--- src/rtl/serial_bit_tx.sv ---
// serial_bit_tx: parallel-in, serial-out frame transmitter.
// Takes a DATA_W-bit word on a valid/ready handshake and sends it on a single
// registered line as: start bit (0), data bits, optional parity, stop bit (1).
// Every bit is held on the line for CLKS_PER_BIT clocks.
// Optional feature: define SERIAL_TX_PARITY_EN to insert an even-parity bit
// between the last data bit and the stop bit.
module serial_bit_tx #(
   parameter int DATA_W       = 8,
   parameter int CLKS_PER_BIT = 4,
   parameter int LSB_FIRST    = 1
) (
   input  logic              clk,
   input  logic              rst,
   input  logic [DATA_W-1:0] tx_data,
   input  logic              tx_valid,
   output logic              tx_ready,
   output logic              tx_out,
   output logic              busy
);

   localparam int CNT_W = (CLKS_PER_BIT > 1) ? $clog2(CLKS_PER_BIT) : 1;
   localparam int BIT_W = (DATA_W > 1) ? $clog2(DATA_W) : 1;
   localparam logic [CNT_W-1:0] CNT_LAST = CNT_W'(CLKS_PER_BIT - 1);
   localparam logic [BIT_W-1:0] BIT_LAST = BIT_W'(DATA_W - 1);

`ifdef SERIAL_TX_PARITY_EN
   typedef enum logic [2:0] {IDLE, START, DATA, PARITY, STOP} state_t;
`else
   typedef enum logic [2:0] {IDLE, START, DATA, STOP} state_t;
`endif

   state_t            state_q;
   logic [DATA_W-1:0] shiftReg_q;
   logic [DATA_W-1:0] shiftReg_d;
   logic [BIT_W-1:0]  bitCnt_q;
   logic [CNT_W-1:0]  cycleCnt_q;
   logic              txOut_q;
   logic              txReady_q;
   logic              nextBit;
   logic              bitEnd;
`ifdef SERIAL_TX_PARITY_EN
   logic              parity_q;
`endif

   // Pick the bit that goes on the line next and the shift register contents
   // once that bit has been consumed; direction depends on LSB_FIRST.
   always_comb begin
      nextBit    = 1'b0;
      shiftReg_d = shiftReg_q;
      if (LSB_FIRST != 0) begin
         nextBit    = shiftReg_q[0];
         shiftReg_d = shiftReg_q >> 1;
      end else begin
         nextBit    = shiftReg_q[DATA_W-1];
         shiftReg_d = shiftReg_q << 1;
      end
   end

   assign bitEnd = (cycleCnt_q == CNT_LAST);

   // Frame sequencer: every output is registered here so the line never has
   // a combinational path back to tx_valid or tx_data. Each transition loads
   // the value the line must show for the whole of the next bit period.
   always_ff @(posedge clk) begin
      if (rst) begin
         state_q    <= IDLE;
         shiftReg_q <= '0;
         bitCnt_q   <= '0;
         cycleCnt_q <= '0;
         txOut_q    <= 1'b1;
         txReady_q  <= 1'b1;
`ifdef SERIAL_TX_PARITY_EN
         parity_q   <= 1'b0;
`endif
      end else begin
         case (state_q)
            IDLE: begin
               cycleCnt_q <= '0;
               bitCnt_q   <= '0;
               if (tx_valid && txReady_q) begin
                  shiftReg_q <= tx_data;
                  state_q    <= START;
                  txOut_q    <= 1'b0;
                  txReady_q  <= 1'b0;
`ifdef SERIAL_TX_PARITY_EN
                  parity_q   <= ^tx_data;
`endif
               end
            end
            START: begin
               if (bitEnd) begin
                  cycleCnt_q <= '0;
                  bitCnt_q   <= '0;
                  state_q    <= DATA;
                  txOut_q    <= nextBit;
                  shiftReg_q <= shiftReg_d;
               end else begin
                  cycleCnt_q <= cycleCnt_q + CNT_W'(1);
               end
            end
            DATA: begin
               if (bitEnd) begin
                  cycleCnt_q <= '0;
                  if (bitCnt_q == BIT_LAST) begin
`ifdef SERIAL_TX_PARITY_EN
                     state_q <= PARITY;
                     txOut_q <= parity_q;
`else
                     state_q <= STOP;
                     txOut_q <= 1'b1;
`endif
                  end else begin
                     bitCnt_q   <= bitCnt_q + BIT_W'(1);
                     txOut_q    <= nextBit;
                     shiftReg_q <= shiftReg_d;
                  end
               end else begin
                  cycleCnt_q <= cycleCnt_q + CNT_W'(1);
               end
            end
`ifdef SERIAL_TX_PARITY_EN
            PARITY: begin
               if (bitEnd) begin
                  cycleCnt_q <= '0;
                  state_q    <= STOP;
                  txOut_q    <= 1'b1;
               end else begin
                  cycleCnt_q <= cycleCnt_q + CNT_W'(1);
               end
            end
`endif
            STOP: begin
               if (bitEnd) begin
                  cycleCnt_q <= '0;
                  bitCnt_q   <= '0;
                  state_q    <= IDLE;
                  txOut_q    <= 1'b1;
                  txReady_q  <= 1'b1;
               end else begin
                  cycleCnt_q <= cycleCnt_q + CNT_W'(1);
               end
            end
            default: begin
               state_q    <= IDLE;
               cycleCnt_q <= '0;
               bitCnt_q   <= '0;
               txOut_q    <= 1'b1;
               txReady_q  <= 1'b1;
            end
         endcase
      end
   end

   assign tx_out   = txOut_q;
   assign tx_ready = txReady_q;
   assign busy     = ~txReady_q;

endmodule
--- config.mk ---
export PLATFORM = sky130hd
export DESIGN_NAME = serial_bit_tx
export DESIGN_NICKNAME = d
export VERILOG_FILES = /design/src/rtl/serial_bit_tx.sv
export SDC_FILE = /design/constraint.sdc
export NUM_CORES = 1
export LEC_CHECK = 0
export CORE_MARGIN = 1.5
export CORE_UTILIZATION = 60
export CTS_BUF_LIST = sky130_fd_sc_hd__clkbuf_4
export CTS_CLUSTER_DIAMETER = 200
export DETAILED_ROUTE_END_ITERATION = 7
export GPL_ROUTABILITY_DRIVEN = 0
export HOLD_SLACK_MARGIN = 0.1
export PLACE_DENSITY = 0.86
export SYNTH_ARGS = -nofsm -noshare
export SYNTH_HDL_FRONTEND = slang
export SYNTH_SLANG_ARGS = --single-unit
--- constraint.sdc ---
create_clock -name clk -period 3.4 [get_ports clk]
set_input_delay 0.34 -clock clk [delete_from_list [all_inputs] [get_ports clk]]
set_output_delay 0.34 -clock clk [all_outputs]
set_load 0.05 [all_outputs]
# After elaboration in Yosys (flattened, before gate mapping)
# Cells that the tools add are included.
[word_totals] reg_bits=18 inputBits=11 output_inout_bits=3 elab_cells=56
[classes] addsub=2 eq_ne=12 mux=21 bitwise_logic=3 reduce_logical=12
[ops] operator="two-way mux 8 bit" n=4
[ops] operator="case mux 8 bit (3 select lines)" n=1
[ops] operator="two-way mux 3 bit" n=7
[ops] operator="inequality test 2 bit, second input constant" n=6
[ops] operator="case mux 3 bit (4 select lines)" n=1
[ops] operator="AND reduction 5 bit" n=2
[ops] operator="equality test 3 x 2 -> 1 bit, second input constant" n=2
[ops] operator="case mux 3 bit (2 select lines)" n=1
[ops] operator="AND reduction 3 bit" n=2
[ops] operator="OR reduction 3 bit" n=2
[ops] operator="two-way mux 1 bit" n=5
[ops] operator="case mux 1 bit (4 select lines)" n=1
[ops] operator="AND reduction 4 bit" n=1
[ops] operator="OR reduction 2 bit" n=2
[ops] operator="adder 3 x 1 -> 3 bit, second input constant" n=1
[ops] operator="equality test 3 x 1 -> 1 bit, second input constant" n=1
[ops] operator="equality test 3 bit, second input constant" n=1
[ops] operator="zero test 3 bit" n=1
[ops] operator="inverter 1 bit" n=3
[ops] operator="case mux 1 bit (3 select lines)" n=1
[ops] operator="nonzero test 3 bit" n=1
[ops] operator="adder 2 x 1 -> 2 bit, second input constant" n=1
[ops] operator="equality test 2 bit, second input constant" n=1
[ops] operator="inequality test 2 x 1 -> 1 bit, second input constant" n=1
[ops] operator="logical AND 1 bit" n=1

# Depth between registers and ports, before layout
[depth] ltp_word=4 ltp_mapped=8 mapped_depth_nobuf=5

# Worst setup path after synthesis
# Ideal clock, no wire load.
[synth_timing] path_type="register -> register" start="reg state_q[0]" end="reg shiftReg_q[1]" setup_time_ns=0.137 arrival_time_ns=1.637 required_ns=3.263 slack_ns=1.626 stages_incl_launch_ff=9 path_buffers=3 period_less_slack_ns=1.774 path_cell_list="dfxtp_1 -> inv_1 -> ha_1 -> buf_6 -> or3_1 -> buf_6 -> buf_6 -> a41oi_1 -> a311oi_1"
[synth_via] elab_chain_cells=3 elab_cells_between_ends=10 cone_classes="eq/ne (6); mux (1); reduce/logical (3)"
[synth_lines] item="from (decl)" line_no="32" source="state_t state_q;"
[synth_lines] item="from (signal assigned)" line_no="66" source="state_q <= IDLE;"
[synth_lines] item="from (signal assigned)" line_no="82" source="state_q <= START;"
[synth_lines] item="from (signal assigned)" line_no="94" source="state_q <= DATA;"
[synth_lines] item="equality test 3 x 2 -> 1 bit (tied with other cells)" line_no="76" source="case (state_q)"
[synth_lines] item="inequality test 2 bit (no line) / nonzero test 3 bit (equally long branches)"
[synth_lines] item="AND reduction 5 bit (no line)"
[synth_lines] item="to (signal assigned)" line_no="81" source="shiftReg_q <= tx_data;"
[synth_lines] item="to (signal assigned)" line_no="96" source="shiftReg_q <= shiftReg_d;"
[synth_lines] item="to (signal assigned)" line_no="115" source="shiftReg_q <= shiftReg_d;"
[synth_lines] item="to (decl)" line_no="33" source="logic [DATA_W-1:0] shiftReg_q;"
# Several ways; a longest one is shown, not always the timed one.
# A chain may end at the register's enable or synchronous reset.

# Worst setup path after layout
[layout_timing] start="reg state_q[0]" end="reg shiftReg_q[0]"
# The elaborated chain is that of the path after synthesis.

==> results by stage <==
Power and ir drop:
- Power spread over the standard cell area amounts to 932 nW/um^2.
- The switching power share of the total is 45.4%.
- VDD sags by at most 0.000745 V.
- The logic gate share of total power is 59.5%.
- The leakage power is 0.448 nW.
- Per report_power, the clock group accounts for 11.4% of the total.
- The internal power is 0.573 mW.
- The analysis attributes to net switching a power of 0.476 mW.
- In this run, flip-flops and latches consume 29.1% of the power.

Critical path:
- In this run the worst path has a maximum fanout of 11.
- The worst setup path is launched from a register.
- Data arrives at the worst endpoint at 2.39 ns.
- The endpoint required time on the critical path is 3.56 ns.
- The endpoint class of the critical path is a register.
- The kind of critical path is register to register.

Floorplanning:
- Pin placement for this block handled 14 I/O pins.
- The die extent in y is 43.9 um.
- The core region is 1540 sq um.
- The initial standard-cell utilization of the core is 65.1%.
- The die width is 43.9 um.
- The floorplan has 14 rows.
- The area of the die is 1930 sq um.

Finish:
- Leaving out fill and tap cells, the most frequent cell in the layout is sky130_fd_sc_hd__dfxtp_1.
- The final antenna diode count is 0.
- The net count reported at finish is 127.
- The count of fill cells added during filler insertion is 116.
- The final cell utilization of the core is 73.0%.
- Leaving out filler cells and counting taps, the final layout contains 122.
- From synthesis to final layout, the design area changed by 12.1%.
- The proportion of layout cells with a drive suffix above 1 is 9.43%.
- The library cells used most frequently in the layout, excluding fill and tap cells, are sky130_fd_sc_hd__dfxtp_1, sky130_fd_sc_hd__clkdlybuf4s50_1, sky130_fd_sc_hd__mux2i_1.

Timing:
- The count of pins over their slew limit was 0.
- The worst slew margin relative to its limit is 52.2%.
- At the pin with the least slew margin, the transition time is 0.716 ns.
- The fmax is 448 MHz.
- The clock period minus worst slack is 2.23 ns.
- The final critical path takes up 65.6% of the cycle.
- Setup total negative slack on the finished layout was measured at 0 ns.
- Setup repair after global routing left no endpoint under its margin.
- Setup violations remaining at the end of the flow were counted as 0.
- The number of endpoints with negative hold slack in the final report was 0.
- The setup clock skew after layout is 0.00801 ns.

Worst hold path:
- In this run the worst hold path is classified as register to register.

GRT:
- Global routing consumed, over all layers together, 22.3% of the routing resources.
- The first-pass GRT wire length is 3.15 mm.
- The initial antenna violation count is 0.
- The remaining global-route overflow is 0.
- The via count of the first global-routing pass is 712.
- Entering global routing, the biggest net connects 24 pins.

Clock network:
- The number of CTS-inserted buffers is 3.
- TritonCTS built the clock tree.
- The depth of the CTS H-tree is 1.
- The clock reaches the later pin of the worst-skew pair after 0.30 ns.
- After clock tree synthesis, the clock-pin slew on the worst setup and hold paths is 0.10 ns.
- The clock root buffer is sky130_fd_sc_hd__clkbuf_4.
- In this run the post-CTS setup repair buffer count came out at 0.
- In this run the deepest clock path goes through 2 buffers.
- The count of hold buffers inserted by post-cts repair is 0.
- Clock tree synthesis found a total of 17 sinks.
- The number of resized instances in the post-cts repair step is 0.

Placement:
- Port buffering added 13 buffers.
- The cell total after placement is 118.
- Summed over all nets, the half-perimeter wirelength after detailed placement is 1.35 mm.

Drt:
- Dividing the detail-routed wire length by the instance count gives 16.1 um.
- After detailed routing, the number of remaining DRC violations is 0.
- The detail route stage leaves a number of antenna-violating nets equal to 0.
- The detailed router finished its first iteration with 27 violations.
- After detailed routing, the number of vias per cell comes to 6.47.
- The first TritonRoute pass finished after 4 iterations.
- Summing over every cut layer, the via total after detailed routing is 789.
- The final wirelength is 1.96 mm.

Yosys:
- Sequential elements use 33.9% of the synthesized area.
- The total nets after synthesis is 118.
- The synthesized area per cell is 10.2 sq um.
- Of the post-synthesis cell area, the dominant cell type holds 33.9%.
- Yosys printed 0 warnings.
- By area the synthesized netlist is led by sky130_fd_sc_hd__dfxtp_1, sky130_fd_sc_hd__mux2i_1, sky130_fd_sc_hd__ha_1.
- The biggest area consumer among synthesized cells is sky130_fd_sc_hd__dfxtp_1.
- The mapped netlist covers 1000 sq um.
- The number of unique standard cell types used by synthesis is 29.
- The count of mapped cells out of synthesis is 98.
- The post-synthesis sequential element count is 17.

Job:
- The tool flagged a number of max-cap violations equal to 0.

Outcome:
- The run finished with clean final reports.
## power by group through the flow
| stage | Sequential (mW) | Clock, mW | Combinational, mW |
|---|---|---|---|
| after floorplan | 0.335 | 0 | 0.503 |
| after global placement | 0.305 | 0 | 0.589 |
| after detailed placement | 0.309 | 0 | 0.617 |
| after CTS | 0.305 | 0.119 | 0.620 |
| after global routing | 0.311 | 0.128 | 0.678 |
| final | 0.305 | 0.119 | 0.624 |
## through the flow
step	hold slack, ns	setup slack [ns]	instance area [sq um]	total power, mW
final	0.436	1.17	1120	1.05
after global routing	0.454	0.981	1120	1.12
after CTS	0.435	1.18	1120	1.04
after detailed placement	0.421	1.20	1090	0.926
after global placement	0.412	1.33	1090	0.895
after floorplan	0.405	1.63	1000	0.838
## worst max-delay path: stages (launching register included)
cell and delay [ns]:
sky130_fd_sc_hd__dfxtp_1 0.42, sky130_fd_sc_hd__inv_1 0.11, sky130_fd_sc_hd__ha_1 0.31, sky130_fd_sc_hd__o21bai_1 0.62
sky130_fd_sc_hd__and3_1 0.48, sky130_fd_sc_hd__a311oi_1 0.16
## state kept, by name, summed over array words and instances, names as in the netlist
name / flops
state_q: 2
shiftReg_q: 8
tx_ready: 1
cycleCnt_q: 2
tx_out: 1
bitCnt_q: 3
## cells in the mapped netlist
library cell and number:
sky130_fd_sc_hd__nor4_1 1, sky130_fd_sc_hd__or3b_2 1, sky130_fd_sc_hd__nor2_1 2, sky130_fd_sc_hd__or3_1 1, sky130_fd_sc_hd__o2111ai_1 1, sky130_fd_sc_hd__a41oi_1 7, sky130_fd_sc_hd__clkbuf_1 4, sky130_fd_sc_hd__nor4b_1 1
sky130_fd_sc_hd__or2b_2 1, sky130_fd_sc_hd__nand2_2 1, sky130_fd_sc_hd__a41o_2 1, sky130_fd_sc_hd__a311o_1 1, sky130_fd_sc_hd__a31oi_1 2, sky130_fd_sc_hd__buf_2 2, sky130_fd_sc_hd__o21bai_1 1, sky130_fd_sc_hd__inv_1 6
sky130_fd_sc_hd__buf_6 3, sky130_fd_sc_hd__nand3b_1 2, sky130_fd_sc_hd__o21ai_0 2, sky130_fd_sc_hd__nand2b_1 7, sky130_fd_sc_hd__ha_1 9, sky130_fd_sc_hd__a311oi_1 8, sky130_fd_sc_hd__mux2i_1 12, sky130_fd_sc_hd__dfxtp_1 17
sky130_fd_sc_hd__a21bo_2 1, sky130_fd_sc_hd__a41oi_2 1, sky130_fd_sc_hd__a2bb2oi_1 1, sky130_fd_sc_hd__nor3_1 1, sky130_fd_sc_hd__and3_1 1
## final timing paths
path / slack (ns) / startpoint / endpoint / cells after the start
min: 0.44 / cycleCnt_q[0] / cycleCnt_q[0] / 1
min reg2reg: 0.44 / cycleCnt_q[0] / cycleCnt_q[0] / 1
max reg2reg: 1.17 / state_q[0] / shiftReg_q[0] / 5
max: 1.17 / state_q[0] / shiftReg_q[0] / 5
## logic make-up after synthesis
kind of cell | Yosys count | synth area share, %
simple gates | 19 | 12.2
fa+ha+maj | 9 | 11.2
buf+inv | 15 | 8.10
compound gates | 26 | 22.6
mux | 12 | 12.0
flops | 17 | 33.9
## metal layers
metal	vias up	GRT usage (%)	wire length, um
li1	392	-	-
met1	363	29.4	922
met2	30	34.4	905
met3	4	4.17	109
met4	0	12.1	26
met5	-	0	0
## cell type report
class | count | area, sq um | share of cell area (%)
multi-input cells | 66 | 582 | 51.7
flip-flops and latches | 17 | 340 | 30.3
repair buffers | 13 | 130 | 11.6
clock buffers | 4 | 30.0 | 2.67
inverters | 6 | 22.5 | 2.00
well taps | 16 | 20.0 | 1.78
No activity file was read; power rests on OpenSTA's default activity.
